**config.mk**
```make
export PLATFORM = sky130hd
export DESIGN_NAME = fetchflare_pref_issue_queue
export DESIGN_NICKNAME = d
export VERILOG_FILES = /design/src/rtl/fetchflare_pref_issue_queue.sv
export SDC_FILE = /design/constraint.sdc
export NUM_CORES = 1
export LEC_CHECK = 0
export CAP_MARGIN = 20
export CORE_ASPECT_RATIO = 0.6
export CORE_MARGIN = 3
export CORE_UTILIZATION = 38
export DETAILED_ROUTE_END_ITERATION = 7
export HOLD_SLACK_MARGIN = 0.03
export PLACE_DENSITY = 0.72
export SYNTH_ARGS = -nofsm -noshare
export SYNTH_HDL_FRONTEND = slang
export SYNTH_SLANG_ARGS = --single-unit
```
**constraint.sdc**
```tcl
create_clock -name clk -period 2.5 [get_ports clk]
set_clock_uncertainty 0.2 [all_clocks]
set_input_delay 0.625 -clock clk [delete_from_list [all_inputs] [get_ports clk]]
set_output_delay 0.625 -clock clk [all_outputs]
set_load 0.05 [all_outputs]
```
**src/rtl/fetchflare_pref_issue_queue.sv**
```systemverilog
// rtl/fetchflare_pref_issue_queue.sv - per-stream prefetch FIFOs feeding one issue register
// Optional duplicate-address suppression on push: FETCHFLARE_PREF_DEDUP_EN.
module fetchflare_pref_issue_queue #(
  parameter int NUM_STREAMS = 4,
  parameter int ADDR_WIDTH  = 40,
  parameter int DEPTH       = 2
) (
  input  logic                            clk,
  input  logic                            reset,
  input  logic [NUM_STREAMS-1:0]          push_valid_i,
  input  logic [NUM_STREAMS*ADDR_WIDTH-1:0] push_addr_i,
  output logic [NUM_STREAMS-1:0]          push_ready_o,
  input  logic [NUM_STREAMS-1:0]          flush_i,
  output logic [NUM_STREAMS-1:0]          arb_request_o,
  input  logic [NUM_STREAMS-1:0]          arb_grant_i,
  input  logic                            arb_any_grant_i,
  output logic                            mem_req_valid_o,
  output logic [ADDR_WIDTH-1:0]           mem_req_addr_o,
  output logic [$clog2(NUM_STREAMS)-1:0]  mem_req_stream_o,
  input  logic                            mem_req_ready_i
);

  localparam int SW = $clog2(NUM_STREAMS);
  localparam int AW = $clog2(DEPTH);
  localparam int PW = AW + 1;

  logic [PW-1:0]         wr_ptr_q [NUM_STREAMS];
  logic [PW-1:0]         wr_ptr_d [NUM_STREAMS];
  logic [PW-1:0]         rd_ptr_q [NUM_STREAMS];
  logic [PW-1:0]         rd_ptr_d [NUM_STREAMS];
  logic [ADDR_WIDTH-1:0] fifo_q   [NUM_STREAMS][DEPTH];

  logic [NUM_STREAMS-1:0] full;
  logic [NUM_STREAMS-1:0] empty;
  logic [NUM_STREAMS-1:0] push_acc;
  logic [NUM_STREAMS-1:0] push_dup;
  logic [NUM_STREAMS-1:0] push_store;
  logic [NUM_STREAMS-1:0] pop_vec;
  logic                   slot_free;
  logic                   pop_any;
  logic [SW-1:0]          pop_idx;
  logic [ADDR_WIDTH-1:0]  pop_addr;

  logic                   mem_req_valid_q;
  logic [ADDR_WIDTH-1:0]  mem_req_addr_q;
  logic [SW-1:0]          mem_req_stream_q;

  assign slot_free = !mem_req_valid_q | mem_req_ready_i;

  always_comb begin
    for (int s = 0; s < NUM_STREAMS; s++) begin
      full[s]  = (wr_ptr_q[s][PW-1] != rd_ptr_q[s][PW-1]) &&
                 (wr_ptr_q[s][AW-1:0] == rd_ptr_q[s][AW-1:0]);
      empty[s] = (wr_ptr_q[s] == rd_ptr_q[s]);
      push_ready_o[s]  = !full[s];
      arb_request_o[s] = !empty[s] && !flush_i[s] && slot_free;
      push_acc[s] = push_valid_i[s] && !full[s] && !flush_i[s];
    end
  end

`ifdef FETCHFLARE_PREF_DEDUP_EN
  // Compare against every occupied slot, including a head popped this cycle.
  always_comb begin
    for (int s = 0; s < NUM_STREAMS; s++) begin
      logic [AW-1:0] offset;
      logic [PW-1:0] count;
      push_dup[s] = 1'b0;
      count = wr_ptr_q[s] - rd_ptr_q[s];
      for (int k = 0; k < DEPTH; k++) begin
        offset = AW'(k) - rd_ptr_q[s][AW-1:0];
        if (({1'b0, offset} < count) &&
            (fifo_q[s][k] == push_addr_i[s*ADDR_WIDTH +: ADDR_WIDTH]))
          push_dup[s] = 1'b1;
      end
    end
  end
`else
  assign push_dup = '0;
`endif

  assign push_store = push_acc & ~push_dup;
  assign pop_vec    = arb_grant_i & arb_request_o & {NUM_STREAMS{arb_any_grant_i}};
  assign pop_any    = |pop_vec;

  always_comb begin
    pop_idx  = '0;
    pop_addr = '0;
    for (int s = 0; s < NUM_STREAMS; s++) begin
      if (pop_vec[s]) begin
        pop_idx  = SW'(s);
        pop_addr = fifo_q[s][rd_ptr_q[s][AW-1:0]];
      end
    end
  end

  // Flush discards everything queued, so the read side jumps to the write side.
  always_comb begin
    for (int s = 0; s < NUM_STREAMS; s++) begin
      wr_ptr_d[s] = wr_ptr_q[s] + PW'(push_store[s]);
      rd_ptr_d[s] = flush_i[s] ? wr_ptr_q[s] : rd_ptr_q[s] + PW'(pop_vec[s]);
    end
  end

  always_ff @(posedge clk or negedge reset) begin
    if (!reset) begin
      for (int s = 0; s < NUM_STREAMS; s++) begin
        wr_ptr_q[s] <= '0;
        rd_ptr_q[s] <= '0;
      end
      mem_req_valid_q  <= 1'b0;
      mem_req_addr_q   <= '0;
      mem_req_stream_q <= '0;
    end else begin
      for (int s = 0; s < NUM_STREAMS; s++) begin
        wr_ptr_q[s] <= wr_ptr_d[s];
        rd_ptr_q[s] <= rd_ptr_d[s];
      end
      if (pop_any) begin
        mem_req_valid_q  <= 1'b1;
        mem_req_addr_q   <= pop_addr;
        mem_req_stream_q <= pop_idx;
      end else if (mem_req_ready_i) begin
        mem_req_valid_q  <= 1'b0;
      end
    end
  end

  // Entry storage needs no reset: occupancy is defined by the pointers alone.
  always_ff @(posedge clk) begin
    for (int s = 0; s < NUM_STREAMS; s++) begin
      if (push_store[s])
        fifo_q[s][wr_ptr_q[s][AW-1:0]] <= push_addr_i[s*ADDR_WIDTH +: ADDR_WIDTH];
    end
  end

  always_ff @(posedge clk) begin
    if (reset && arb_any_grant_i)
      assert ($onehot(arb_grant_i)) else $error("arb_grant_i is not one-hot");
  end

  assign mem_req_valid_o  = mem_req_valid_q;
  assign mem_req_addr_o   = mem_req_addr_q;
  assign mem_req_stream_o = mem_req_stream_q;

endmodule

```
==> impl_metrics.csv <==
group,metric,value,unit
synthesis,syn_inst,919,
floorplanning,die_x,262,um
job,drv_cap,0,
critical_path,cp_cell_sequence,"xor2_2 -> nor2_2 -> nor3_2 -> clkbuf_16",
timing,setup_viol,1,
floorplanning,die-height,160,um
floorplanning,io_pins,227,
synthesis,synth_seq_cells,379,
clocking,cts-root-buf,"clkbuf_16",
critical_path,crit_required,1.67,ns
timing,maxSlewViolCount,0,
routing,routed-via-count,9087,
power,p_per_area,1170,mW/mm^2
critical_path,end_kind,"output port",
place,gp_congestion,0.786,
floorplanning,start_util,0.391,
floorplanning,row_count,55,
routing,wl_per_cell,23.5,um
power,cellLeakagePower,7.33,nW
synthesis,yosys.area.top_type,"edfxtp_1",
synthesis,yosys_warnings,0,
critical_path,arrival,1.73,ns
grt,grt_usage,0.196,
final_layout,final_cell_mix,"edfxtp_1, clkdlybuf4s50_1, nand2_1",
timing,period_needed,2.55,ns
place,hpwlAfterDp,27700,um
status,failed_checks,"setup timing",
synthesis,ys.flop_type,"edfxtp_1",
synthesis,avgSynthCellArea,16.3,sq um
place,port_buffers,226,
routing,dr.pass1.iters,5,
routing,ant_nets,0,
grt,antenna_found_initial,4,
grt,grt-ovfl-total,0,
final_layout,synthToLayoutAreaGrowth,34.6,%
final_layout,layout_commonest_cell,"edfxtp_1",
timing,fmax,392,MHz
clocking,tritoncts,"done",
synthesis,syn_nets,1107,
routing,wirelength,41300,um
synthesis,synth_top_area_share,0.642,
power,vdd_drop_max,534,uV
synthesis,synth-edff-count,320,
power,p_seq_frac,0.380,
floorplanning,core,0.0383,sq mm
synthesis,synthArstFlopShare,0.156,
final_layout,drive_gt1_frac,0.224,
synthesis,synth_area_leaders,"edfxtp_1, dfrtp_1, mux2_2",
clocking,clock_sinks,379,
final_layout,stdcell_area,0.0201,sq mm
worst_hold_path,hold_class,"reg -> reg",
critical_path,slowest_delay,0.44,ns
timing,worst_slew_pin_slew,0.886,ns
clocking,cts-htree-levels,2,
timing,hold_viol,0,
grt,grt_pass1_vias,9647,
floorplanning,die_area,0.0419,sq mm
synthesis,syn-cell-area,0.0150,sq mm
synthesis,synth_seq_area_share,0.741,
clocking,clock_latency,0.53,ns
place,placed_area,0.0186,sq mm
power,total_power,0.0236,W
timing,rsz0062_at_grt,"yes",
critical_path,crit_slowest_cell,"dfrtp_2",
power,combPwrFrac,0.368,
synthesis,synth.distinct_cells,33,
status,status,"finished with violations",
timing,relSlewSlack,0.410,
clocking,cts_inserted_buffers,37,
critical_path,crit_type,"reg -> out",
critical_path,critical_path_peak_fanout,4,
power,switching_share,0.346,
clocking,clock_path_buffers,3,
grt,grt_pass1_wl,60300,um
routing,drc,0,
routing,vias_per_cell,5.17,
grt,grt_max_degree,45,
final_layout,num-nets-final,1404,
routing,initialDrtViolationCount,734,
power,p_int,0.0154,W
power,power_frac_clock,0.252,
critical_path,start_kind,"flip-flop",
power,p_switching,0.00816,W
timing,fin_ws,-0.0516,ns
timing,finalCritPeriodShare,1.02,
clocking,clkTransAtPathRegs,0.06,ns
==> flip-flops by register name, indices dropped and copies added (netlist names) <==
name	count
mem_req_stream_o	2
mem_req_valid_o	1
rd_ptr_q	8
wr_ptr_q	8
fifo_q	320
mem_req_addr_o	40
==> repair_timing <==
| action | 4_1_cts | 5_1_grt |
|---|---|---|
| pin swaps | 4 | 9 |
| buffers inserted | 7 | 10 |
| hold buffers | 1 | 0 |
| endpoints found under the setup margin | 47 | 5 |
| gates resized for setup | 59 | 9 |
| cloned | 0 | 0 |
| endpoints found under the hold margin | 26 | 0 |
==> per-stage QoR <==
stage                util  hold WS (ns)  instances  worst slack [ns]  TNS (ns)
CTS                 0.523         0.304       1747           -0.0766   -0.0868
finish              0.526         0.300       1759           -0.0516   -0.0516
global route        0.526         0.334       1758            -0.117    -0.219
global placement    0.486         0.287       1673            -0.463    -17.66
floorplan               -         0.129        919            -0.219    -62.18
detailed placement  0.486         0.297       1673            -0.555    -21.42
==> power by group through the flow <==
stage / registers (W) / clock network (W) / logic, W
final: 0.00894 / 0.00594 / 0.00868
after CTS: 0.00893 / 0.00606 / 0.00850
after global routing: 0.00906 / 0.00634 / 0.00920
after detailed placement: 0.00900 / 0 / 0.00850
after global placement: 0.00894 / 0 / 0.00837
after floorplan: 0.0100 / 0 / 0.00384
==> routing by layer <==
layer / track usage / up-vias / wire length (um)
li1: - / 4086 / -
met1: 0.263 / 4579 / 17400
met2: 0.325 / 352 / 20100
met3: 0.0460 / 64 / 3070
met4: 0.0393 / 6 / 693
met5: 0 / - / 47
==> final cells by class <==
class                      count  area, sq um
fill                        3149        18100
sequential                   379        11100
multi-input combinational    481         3780
timing repair buffer         307         3260
clock buffer                  51         1090
tap                          513          642
clock inverter                16          211
inverter                      10         40.0
antenna                        2         5.00
==> cell usage after synthesis, drive strengths merged (5+ instances only) <==
library cell  number
mux2i             80
dfrtp             59
inv               10
nor2              47
ha                12
a221oi            40
nand2b             5
o21ai             50
nand2             86
edfxtp           320
xor2              12
clkbuf            31
a21oi             41
mux2              84
buf               18
==> critical path: cells and delay by family, from the launching register on <==
kind                      cells  cell delay [ns]
and+or+nand+nor               2             0.31
buffers and inverters         1             0.21
xor gates and xnor gates      1             0.25
DFF                           1             0.44
==> worst paths after layout <==
kind,startpoint,to,slack [ns],cells after the start
setup / recovery,wr_ptr_q[3],arb_request_o[2],-0.05,4
hold / removal,mem_req_addr_o[2],mem_req_addr_o[2],0.30,2
setup reg to reg,rd_ptr_q[4],mem_req_addr_o[23],0.14,5
hold reg to reg,mem_req_addr_o[2],mem_req_addr_o[2],0.30,2
max in group asynchronous,reset,rd_ptr_q[2],1.07,3
min in group asynchronous,reset,mem_req_addr_o[27],0.41,2
==> cell families (layout without fill, tap and decap cells) <==
kind of cell	Yosys count	after routing	share of synthesized area
xor gates and xnor gates	16	16	0.00987
buffers and inverters	59	384	0.0194
DFF	379	379	0.741
and+or+nand+nor	154	154	0.0434
muxes	164	164	0.117
other	0	2	0
AOI/OAI and AO/OA	135	135	0.0593
adders and majority gates	12	12	0.0100
No activity file was read; power rests on OpenSTA's default activity.
